File: src/rtl/instruction_fetch.sv
// Instruction fetch unit: requests words from instruction memory, holds the
// fetched instruction in a register and presents its decoded fields until accepted.
module instruction_fetch #(
  parameter int ADDR_W  = 8,
  parameter int INSTR_W = 16
) (
  input  logic               clk,
  input  logic               rst_n,
  output logic               imemReq,
  output logic [ADDR_W-1:0]  imemAddr,
  input  logic               imemAck,
  input  logic [INSTR_W-1:0] imemData,
  output logic               instrValid,
  input  logic               instrReady,
  output logic [2:0]         opcode,
  output logic [2:0]         rs,
  output logic [2:0]         rt,
  output logic [2:0]         rd,
  output logic [6:0]         imm,
  input  logic               jumpSelect,
  output logic [ADDR_W-1:0]  pc,
  output logic               halted
);

  typedef enum logic [1:0] {IDLE, FETCH, ISSUE, HALT} state_e;

  state_e              state_q, state_d;
  logic [ADDR_W-1:0]   pc_q, pc_d;
  logic [INSTR_W-1:0]  ir_q, ir_d;

  always_ff @(posedge clk or negedge rst_n) begin
    if (!rst_n) begin
      state_q <= IDLE;
      pc_q    <= '0;
      ir_q    <= '0;
    end else begin
      state_q <= state_d;
      pc_q    <= pc_d;
      ir_q    <= ir_d;
    end
  end

  always_comb begin
    state_d = state_q;
    pc_d    = pc_q;
    ir_d    = ir_q;
    case (state_q)
      IDLE:  state_d = FETCH;
      FETCH: begin
        if (imemAck) begin
          ir_d    = imemData;
          state_d = ISSUE;
        end
      end
      ISSUE: begin
        if (instrReady) begin
          // Opcode 000 is HALT: stop without advancing pc so it points at the halt.
          if (opcode == 3'b000) begin
            state_d = HALT;
          end else begin
            pc_d    = jumpSelect ? ir_q[ADDR_W-1:0] : pc_q + ADDR_W'(1);
            state_d = FETCH;
          end
        end
      end
      HALT:    state_d = HALT;
      default: state_d = IDLE;
    endcase
  end

  assign imemReq    = (state_q == FETCH);
  assign imemAddr   = pc_q;
  assign instrValid = (state_q == ISSUE);
  assign halted     = (state_q == HALT);
  assign pc         = pc_q;

  assign opcode = ir_q[INSTR_W-1  -: 3];
  assign rs     = ir_q[INSTR_W-4  -: 3];
  assign rt     = ir_q[INSTR_W-7  -: 3];
  assign rd     = ir_q[INSTR_W-10 -: 3];
  assign imm    = ir_q[6:0];

endmodule

File: config.mk
export PLATFORM = sky130hd
export DESIGN_NAME = instruction_fetch
export DESIGN_NICKNAME = d
export VERILOG_FILES = /design/src/rtl/instruction_fetch.sv
export SDC_FILE = /design/constraint.sdc
export NUM_CORES = 1
export LEC_CHECK = 0
export ABC_AREA = 1
export CAP_MARGIN = 20
export CORE_MARGIN = 5
export CORE_UTILIZATION = 42
export DETAILED_ROUTE_END_ITERATION = 8
export PLACE_DENSITY_LB_ADDON = 0.2
export SLEW_MARGIN = 20
export SYNTH_ARGS = -nofsm -noshare
export SYNTH_HDL_FRONTEND = slang
export SYNTH_SLANG_ARGS = --single-unit
File: constraint.sdc
create_clock -name clk -period 1.3 [get_ports clk]
set_clock_uncertainty 0.05 [all_clocks]
set_input_delay 0.26 -clock clk [delete_from_list [all_inputs] [get_ports clk]]
set_output_delay 0.26 -clock clk [all_outputs]
set_load 0.02 [all_outputs]
# Word-level counts from Yosys, hierarchy flattened
# Index checks and enable logic that the tools add are counted.
# totals
output_inout_bits,38
register_bits,26
inputBits,21
elab_cells,20
# op_classes
n_reduce_logical,5
add_sub_neg,1
n_mux,5
bitwise,1
eq_ne,5
# ops
operator,count
"8-bit by 1-bit adder with 8-bit output, second input constant",1
8-bit 2-to-1 mux,1
2-bit case mux with 4 select lines,1
2-bit 2-to-1 mux,3
"2-bit equality test, second input constant",2
"2-bit by 1-bit != test with 1-bit output, second input constant",2
2-bit AND reduction,2
3-bit logical NOT,1
3-bit AND reduction,1
"2-bit by 1-bit equality test with 1-bit output, second input constant",1
2-bit logical NOT,1
1-bit NOT,1

# Logic depth before layout (Yosys ltp)
# Gate-level depths: netlist of the first run.
# depth
depth_word,4
mapped_depth,8

# Worst setup path after synthesis of the first run
# No wires, ideal clock.
# synth_path
path_type,reg2reg
from,"register pc_q[1], in the netlist imemAddr[1]"
to,"register pc_q[4], in the netlist imemAddr[4]"
stages_incl_launch_ff,9
arrival_ns,1.155
setup_slack_ns,-0.031
required_ns,1.124
n_path_buf,0
cell_sequence,dfrtp_1 > ha_1 > nand2_1 > inv_1 > nand2_1 > nand2_1 > nand3_1 > nand2_1 > o21ai_0
# synth_between
elab_chain_len,2
# synth_lines
element,line_no,text
"start, declared",28,"logic [ADDR_W-1:0] pc_q, pc_d;"
"start signal, assigned",38,pc_q <= pc_d;
8-bit by 1-bit adder with 8-bit output,61,pc_d = jumpSelect ? ir_q[ADDR_W-1:0] : pc_q + ADDR_W'(1);
8-bit 2-to-1 mux,61,
# Every way passes these cells.
# A chain may end at the register's enable or synchronous reset.

# Final worst setup path of the first run
# layout_path
from,register state_q[1]
to,output instrValid
# layout_between
elab_chain_len,1
# layout_lines
element,line_no,text
"start, declared",27,"state_e state_q, state_d;"
"start signal, assigned",37,state_q <= state_d;
2-bit equality test,73,assign instrValid = (state_q == ISSUE);
"end, declared",13,"output logic instrValid,"
# Every way passes these cells.

==> metrics, run 1 <==
CP max stage cell dfrtp_1; pin count of the biggest net entering global routing 27; die width 67.8 um; most common cell in the netlist nand2_1; cell repeated most along the worst path buf_6; 1st-iter DRT viols 39; DRC violations left 0; crit path time final 1.43 ns; DR WL/cell 12.9 um; Mapped Cells 179; cell area after synthesis 0.00140 mm2; worst reg-to-reg setup slack -0.10 ns; Hold Vio Cnt, Final 0; CP Launch Type flop; sequential area share after synthesis 46.4%; placed cell count 292; worst reg2reg startpoint state_q[1]$_DFFE_PN0P_; dpl hpwl 2730 um; Buffers on Ports 58; met2 Use GR 31.7%; actual slew at the worst max-slew pin 0.291 ns; Max-cap violations 0; post-route antenna net violation count 0; most used routing layer met2; crit path cell chain buf_6 > inv_4 > nor2_4 > buf_6; Setup CP Type reg2out; clk_lat worst skew 0.31 ns; Main synth FF type dfrtp_1; cell accounting for the most synthesized area dfrtp_1; Power Dens Cells 587 mW/mm2; Tot Pwr 1270 uW; Max transition margin 80.6%; via/cell ratio 4.71; Final Non-Filler Cells 304; FF-to-FF End imemAddr[5]$_DFFE_PN0P_; global-route wire length before repair 6280 um; GRT Residual Overflow 0; Finish-stage setup viols 26; critical-path maximum fanout 3; first drt pass iteration count 4; EDFF count, synth 0; VDD IR max 0.401 mV; Final #Nets 282; clock sink count 26; Max Root-Sink Buffers 2; synthesized area per cell 7.83 um2; CTS Hold Buffers Added 0; Ports 59; layout cells sized above 1 41.5%; root buf cell clkbuf_4; outcome finished, violations left; Crit path required time 0.99 ns; Total Wirelength 3920 um; Worst path max stage delay 0.39 ns; failing checks setup timing; Critical Path Sink Type primary output; largest cells by area after synthesis dfrtp_1, nand2_1, nand3_1, buf_4, nor2_1; Leakage 0.00120 uW; CP top delay family flip-flops; Yosys reg bits 26; top-area cell type share of the netlist area 46.4%; Antenna diodes 0; routed via count 1431; Syn Nets 201; Commonest cells post-synth nand2_1, dfrtp_1, nand3_1, nor2_1; synth unique cells 19; met1 usage 21.6%; Syn. warnings 0; core area 0.00328 mm2; number of global-route vias before repair 1393; GPL Wtd Cong 0.796; unrepaired setup endpoints after global routing yes; hold crit path type in2async; H-Tree Depth 1; Cell Rows 21; worst endpoint data arrival time 1.12 ns; die height 67.8 um; clk slew on worst S/H paths 0.14 ns; Slew Limit Fails 0; DP Worst Slack -0.193 ns; CTS tree yes; fin crit share 110%; Starting Density 42.7%; TritonCTS Buffers 3; Setup WS post-layout -0.130 ns; FMAX 0.699 GHz; Layout area overhead 54.8%; met3 usage 4.33%; GRT Resource Usage Total 18.2%; worst path bufs/invs 3; initial antenna violation count 0; fraction of registers with async set/reset 100%; Worst Reg-to-Reg Cells 9; die area 0.00459 mm2
-- metal layers --
metal / vias up / share of wire (%)
met1: 676 / 41
li1: 708 / -
met5: - / 0
met4: 0 / 1.7
met2: 41 / 52
met3: 6 / 5.3
-- state kept, by name (all words and copies together), names as in the netlist --
| register | flops |
|---|---|
| ir_q | 16 |
| imemAddr | 8 |
| state_q | 2 |
-- stage by stage --
step                hold WS (ns)  setup TNS [ns]  util [%]  instance area, um2
floorplan                -0.0856               0         -                1400
global route               0.217           -3.32      66.1                2170
global placement           0.408           -2.01      64.6                2120
finish                     0.227           -1.66      66.1                2170
detailed placement         0.412           -2.04      64.6                2120
CTS                        0.222           -1.43      63.7                2090
-- worst max path at each step --
stage / startpoint / endpoint / slack (ns) / cells past startpoint
6_report: state_q[1]$_DFFE_PN0P_ / instrValid / -0.13 / 4
5_1_grt: state_q[1]$_DFFE_PN0P_ / instrValid / -0.19 / 4
4_1_cts: state_q[0]$_DFFE_PN0P_ / imemReq / -0.13 / 4
3_5_place_dp: state_q[0]$_DFFE_PN0P_ / imemReq / -0.19 / 3
3_3_place_gp: state_q[0]$_DFFE_PN0P_ / imemReq / -0.18 / 3
2_1_floorplan: imemAddr[1]$_DFFE_PN0P_ / imemAddr[4]$_DFFE_PN0P_ / 0.06 / 8
-- cells by family (layout without fill, tap and decap cells) --
| group | after synthesis | after routing | share of synthesized area, % |
|---|---|---|---|
| xor gates and xnor gates | 1 | 1 | 0.625 |
| adders and majority gates | 1 | 1 | 0.893 |
| AOI/OAI and AO/OA | 10 | 10 | 3.93 |
| DFF | 26 | 26 | 46.4 |
| and+or+nand+nor | 109 | 109 | 35.0 |
| buffers and inverters | 32 | 111 | 13.1 |
-- worst register-to-register path, cell delays in order (launching register included) --
cell,delay [ns]
dfrtp_1,0.39
buf_6,0.13
inv_4,0.04
nor2_4,0.12
buf_6,0.12
nand3_4,0.15
buf_6,0.19
nor2_2,0.07
nand2_1,0.05
nand2_1,0.05
-- final cells by class --
cell class | instances | area (um2)
inverter | 15 | 66.3
timing repair buffer | 93 | 714
clock buffer | 3 | 22.5
sequential | 26 | 653
fill | 296 | 1110
tap | 46 | 57.6
multi-input combinational | 121 | 656
-- what timing repair did --
| action | CTS | global route |
|---|---|---|
| setup buffers | 4 | 5 |
| endpoints found under the hold margin | 0 | 0 |
| gates resized for setup | 160 | 37 |
| endpoints found under the setup margin | 54 | 36 |
| pin swaps | 2 | 14 |
-- cell usage in the layout (no fill, tap or decap), types with 6 or more instances in the layout --
cell | Yosys | layout
clkdlybuf4s50_1 | 0 | 20
buf_6 | 2 | 11
buf_4 | 12 | 26
nand2_1 | 62 | 54
buf_2 | 3 | 35
inv_1 | 12 | 10
nor2_4 | 3 | 6
nand2_2 | 0 | 6
nand3_1 | 23 | 22
dfrtp_1 | 26 | 24
nor2_1 | 14 | 10
-- where the power goes --
| part | internal (uW) | switching, uW | total (uW) |
|---|---|---|---|
| combinational | 73.8 | 53.3 | 127 |
| clock | 108 | 229 | 338 |
| sequential | 809 | 0 | 809 |
Note: power is estimated with default switching activity, not from simulation.
==> run 2: changes to the inputs <==
--- a/config.mk
+++ b/config.mk
@@ -12,3 +12,3 @@
 export DETAILED_ROUTE_END_ITERATION = 8
-export PLACE_DENSITY_LB_ADDON = 0.2
+export PLACE_DENSITY = 0.88
 export SLEW_MARGIN = 20
==> constraint.sdc (replaced) <==
create_clock -name clk -period 1.3 [get_ports clk]
set_clock_uncertainty 0.05 [all_clocks]
set_input_delay 0.39 -clock clk [delete_from_list [all_inputs] [get_ports clk]]
set_output_delay 0.39 -clock clk [all_outputs]
set_load 0.02 [all_outputs]
==> run 2 against run 1 <==
  * The flow still finishes with violations (setup timing)
  * Critical path depth did not move
  * Flip-flop and latch count stayed put
  * Register-to-register slack worse by 0.02 ns
  * Critical path type unchanged
==> metrics, run 2 (synthesis results as in run 1) <==
die area 0.00459 mm2 (unchanged); Setup CP Type reg2out; fin util 77.8% (+12 points); GPL Wtd Cong 0.893 (+12%); Max-cap violations 0 (unchanged); Buffers on Ports 58 (unchanged); Total Wirelength 4440 um (+13%); core area 0.00328 mm2 (unchanged); unrepaired setup endpoints after global routing yes; CTS Hold Buffers Added 0 (unchanged); DP Worst Slack -0.337 ns (-0.144 ns); layout cells sized above 1 47.6% (+6.2 points); design area 0.00256 mm2 (+18%); root buf cell clkbuf_4; via/cell ratio 4.73 (+0.53%); Cell Rows 21 (unchanged); met3 usage 5.32% (+1.0 points); Max transition margin 69.2% (-11 points); GRT Residual Overflow 0 (unchanged); clock sink count 26 (unchanged); Max Root-Sink Buffers 2 (unchanged); die width 67.8 um (unchanged); Antenna diodes 0 (unchanged); number of global-route vias before repair 1385 (-0.57%); Final #Nets 298 (+5.7%); critical path endpoint imemReq; hold crit path type in2async; Leakage 0.00131 uW (+9.4%); actual slew at the worst max-slew pin 0.462 ns (+0.171 ns); GRT Resource Usage Total 17.4% (-0.75 points); Clk pwr share 28.1% (+1.6 points); FF-to-FF End ir_q[6]$_DFFE_PN0P_; pin count of the biggest net entering global routing 27 (unchanged); Starting Density 42.7% (unchanged); DRC violations left 0 (unchanged); crit path cell chain buf_6 > inv_4 > nor2_4 > buf_6; first drt pass iteration count 4 (unchanged); commonest non-fill, non-tap cell in the layout nand2_1; most used routing layer met2; H-Tree Depth 1 (unchanged); setup tns final -3.38 ns (-1.72 ns); Power Internal 1000 uW (+1.1%); VDD IR max 0.351 mV (-12%); TritonCTS Buffers 3 (unchanged); Hold Vio Cnt, Final 0 (unchanged); Critical Path Sink Type primary output; crit path time final 1.59 ns (+0.160 ns); P_sw 309 uW (+9.3%); outcome finished, violations left; initial antenna violation count 0 (unchanged); dpl hpwl 2780 um (+1.9%); met1 usage 19.4% (-2.1 points); CTS tree yes; crit path from state_q[0]$_DFFE_PN0P_; clk_lat worst skew 0.32 ns (about the same); Layout area overhead 82.4%; FMAX 0.629 GHz (-10%); worst reg-to-reg setup slack -0.12 ns (-0.02 ns); Power Dens Cells 513 mW/mm2 (-13%); switching part of the total 23.6% (+1.4 points); 1st-iter DRT viols 83 (+110%); Crit path required time 0.86 ns (-0.13 ns); Fin Hold WS 0.346 ns (+0.119 ns); Setup WS post-layout -0.290 ns (-0.160 ns); critical-path maximum fanout 3 (unchanged); met2 Use GR 31.8% (+0.12 points); CP Launch Type flop; logic gate share of total power 10.1% (about the same); worst endpoint data arrival time 1.15 ns (+0.03 ns); CP max stage cell dfrtp_1; die height 67.8 um (unchanged); placement-stage cell area 0.00214 mm2 (+0.71%); global-route wire length before repair 6110 um (-2.8%); Slew Limit Fails 0 (unchanged); failing checks setup timing; Reg power frac 61.7% (-1.8 points); fin crit share 122% (+12 points); Worst path max stage delay 0.40 ns (about the same); Worst Reg-to-Reg Cells 8 (-1); post-route antenna net violation count 0 (unchanged); Finish-stage setup viols 62 (+140%); routed via count 1519 (+6.1%); clk slew on worst S/H paths 0.15 ns (about the same); Ports 59 (unchanged); max FFs per register 16 (unchanged); cell repeated most along the worst path buf_6; most frequent cells in the layout nand2_1, buf_6, buf_4; worst reg2reg startpoint state_q[0]$_DFFE_PN0P_; DR WL/cell 13.8 um (+7.3%); largest register by flop count ir_q
==> run 2: cell count changes in the layout (fill, tap and decap cells not counted), moves of 5 or more <==
| cell | before | now |
|---|---|---|
| nand2_1 | 54 | 49 |
| nand2_2 | 6 | 13 |
| buf_4 | 26 | 37 |
| buf_2 | 35 | 0 |
| buf_6 | 11 | 46 |
==> run 2: layer usage <==
layer,share of wire (%),routed length [um]
met1,36,1590
met2,54,2410
met3,8.1,358
met4,1.8,78
met5,0,0
==> run 2: worst min-delay path by stage <==
stage / start / endpoint / cells past startpoint
3_5_place_dp: ir_q[8]$_DFFE_PN0P_ / ir_q[8]$_DFFE_PN0P_ / 2
6_report: rst_n / imemAddr[2]$_DFFE_PN0P_ / 2
4_1_cts: rst_n / imemAddr[2]$_DFFE_PN0P_ / 2
3_3_place_gp: ir_q[11]$_DFFE_PN0P_ / ir_q[11]$_DFFE_PN0P_ / 2
2_1_floorplan: rst_n / imemAddr[0]$_DFFE_PN0P_ / 0
5_1_grt: rst_n / imemAddr[2]$_DFFE_PN0P_ / 2
==> run 2: what timing repair did <==
item,CTS,global route
hold endpoints to repair,0,0
resized for setup,222,55
cloned,0,3
endpoints found under the setup margin,61,63
pin swaps,4,3
setup buffers,9,11
==> run 2: layout make-up <==
class	count	area, um2
multi-input combinational	124	709
sequential	26	653
clock buffer	4	26.3
tap	46	57.6
fill	226	728
inverter	15	63.8
timing repair buffer	106	1050
==> run 2: power groups by stage <==
stage / Combinational, uW / Clock [uW] / Sequential (uW)
3_3_place_gp: 121 / 0 / 824
6_report: 133 / 369 / 809
3_5_place_dp: 123 / 0 / 824
2_1_floorplan: 27.3 / 0 / 824
4_1_cts: 124 / 369 / 809
5_1_grt: 145 / 402 / 809
==> run 2: metrics by stage <==
step | instances | total power (uW)
after detailed placement | 294 | 947
final | 321 | 1310
after global routing | 321 | 1360
after global placement | 294 | 945
after CTS | 307 | 1300
after floorplan | 179 | 852
==> run 2: critical path, delay by kind of cell, from the launching register on <==
family / cells / cell delay, ns
AND/OR/NAND/NOR: 1 / 0.13
flip-flops: 1 / 0.40
buffers and inverters: 3 / 0.29
==> run 3: changes to the inputs <==
CORE_MARGIN = not set   (was 5)
==> run 3 against run 2 <==
  * The run still ends with setup timing left
  * Non-clock buffer count shrank 14
  * Global-route usage grew 3.9 points
  * Core utilization shrank 2.0 points
  * Maximum frequency grew 5.2%
  * Final cell count shrank 5.9%
  * Flip-flop and latch count is the same
  * Clock power shrank 4%
  * Wire length shrank 19%
  * Sequential power is essentially flat
  * Largest cell class unchanged
  * Highest routed layer unchanged
==> metrics, run 3 (synthesis results as in run 1) <==
GRT Resource Usage Total 21.3% (+3.9 points); met1 usage 23.5% (+4.1 points); Setup CP Type reg2out; root buf cell clkbuf_4; Ports 59 (unchanged); Buffers on Ports 58 (unchanged); Leakage 0.00124 uW (-5.3%); commonest non-fill, non-tap cell in the layout nand2_1; Total Wirelength 3610 um (-19%); critical-path maximum fanout 4 (+1); Worst path max stage delay 0.45 ns (+0.05 ns); die height 59.8 um (-12%); hold crit path type in2async; Layout area overhead 67.9%; worst endpoint data arrival time 1.07 ns (-0.08 ns); failing checks setup timing; worst reg-to-reg setup slack -0.06 ns (+0.06 ns); global-route wire length before repair 5650 um (-7.5%); Crit path required time 0.86 ns (about the same); layout cells sized above 1 40.7% (-6.9 points); routed via count 1443 (-5.0%); Final #Nets 281 (-5.7%); crit path cell chain inv_2 > nor2_4 > buf_6; worst reg2reg startpoint state_q[0]$_DFFE_PN0P_; FMAX 0.661 GHz (+5.2%); H-Tree Depth 1 (unchanged); Starting Density 45.2% (+2.5 points); dpl hpwl 2650 um (-4.7%); clock sink count 26 (unchanged); Slew Limit Fails 0 (unchanged); most used routing layer met2; Hold Vio Cnt, Final 0 (unchanged); via/cell ratio 4.78 (+0.97%); largest register by flop count ir_q; Fin Hold WS 0.382 ns (+0.0361 ns); Antenna diodes 0 (unchanged); FF-to-FF End ir_q[13]$_DFFE_PN0P_; outcome finished, violations left; post-route antenna net violation count 0 (unchanged); DRC violations left 0 (unchanged); actual slew at the worst max-slew pin 0.212 ns (-0.249 ns); Tot Pwr 1290 uW (-1.3%); TritonCTS Buffers 3 (unchanged); met2 Use GR 39.2% (+7.4 points); GPL Wtd Cong 0.815 (-8.8%); met3 usage 3.90% (-1.4 points); Finish-stage setup viols 53 (-15%); initial antenna violation count 0 (unchanged); VDD IR max 0.442 mV (+26%); pin count of the biggest net entering global routing 20 (-26%); CTS Hold Buffers Added 0 (unchanged); max FFs per register 16 (unchanged); number of global-route vias before repair 1357 (-2.0%); fin crit share 116% (-6.0 points); Cell Rows 20 (-4.8%); Worst Reg-to-Reg Cells 6 (-2); Max Root-Sink Buffers 2 (unchanged); first drt pass iteration count 4 (unchanged); fin util 75.8% (-2.0 points); clk_lat worst skew 0.32 ns (about the same); crit path time final 1.51 ns (-0.0779 ns); GRT Residual Overflow 0 (unchanged); Max-cap violations 0 (unchanged); CP max stage cell dfrtp_2; Critical Path Sink Type primary output; Power Dens Cells 549 mW/mm2 (+7.2%); Setup WS post-layout -0.212 ns (+0.0779 ns); clk slew on worst S/H paths 0.14 ns (about the same); CP Launch Type flop; 1st-iter DRT viols 36 (-57%); die area 0.00357 mm2 (-22%); die width 59.8 um (-12%); Max transition margin 85.8% (+17 points); core area 0.00310 mm2 (-5.5%); CTS tree yes; most frequent cells in the layout nand2_1, buf_6, buf_4; unrepaired setup endpoints after global routing yes; DR WL/cell 11.9 um (-14%)
## run 3: changes by cell type in the layout (fill, tap and decap cells not counted), sizes merged
cell	previous run	this run
buf	86	72
nand2	66	63
clkbuf	5	4
clkdlybuf4s50	19	20
## run 3: layer usage
layer,vias up,routed length (um)
met3,8,200
met2,60,1960
met5,-,0
met1,666,1370
met4,0,72
li1,709,-
## run 3: worst max path at each step
stage	from	to	slack [ns]	depth (start not counted)
floorplan	state_q[0]$_DFFE_PN0P_	imemReq	0.04	3
global placement	state_q[0]$_DFFE_PN0P_	imemReq	-0.32	3
detailed placement	state_q[0]$_DFFE_PN0P_	imemReq	-0.35	3
CTS	state_q[1]$_DFFE_PN0P_	imemReq	-0.23	2
global route	state_q[0]$_DFFE_PN0P_	imemReq	-0.25	3
finish	state_q[0]$_DFFE_PN0P_	imemReq	-0.21	3
## run 3: area by class of cell
type                    instances  area, um2
repair buffers                 92        916
fillers                       236        749
flip-flops and latches         26        656
multi-input cells             121        642
inverters                      15       58.8
well taps                      44       55.1
clock buffers                   4       26.3
## run 3: metrics by stage
step | setup slack [ns] | area (um2) | TNS [ns] | instances
3_5_place_dp | -0.352 | 2150 | -8.40 | 294
3_3_place_gp | -0.317 | 2150 | -7.42 | 294
5_1_grt | -0.245 | 2350 | -4.97 | 302
2_1_floorplan | 0.0429 | 1400 | 0 | 179
4_1_cts | -0.233 | 2220 | -2.26 | 303
6_report | -0.212 | 2350 | -2.04 | 302
## run 3: timing repair
action	CTS	global route
endpoints found under the setup margin	61	63
pin swaps	2	11
gates resized for setup	215	43
buffers inserted	5	1
## run 3: critical path, delay by kind of cell (launching register included)
kind          cells  cell delay (ns)
buf+inv           2             0.19
flops             1             0.45
simple gates      1             0.11
## run 3: power by group
group,internal [uW],switching (uW),total [uW],leakage (uW)
sequential,809,0,809,0.000329
combinational,77.6,52.4,130,0.000897
clock,120,234,354,0.0000150
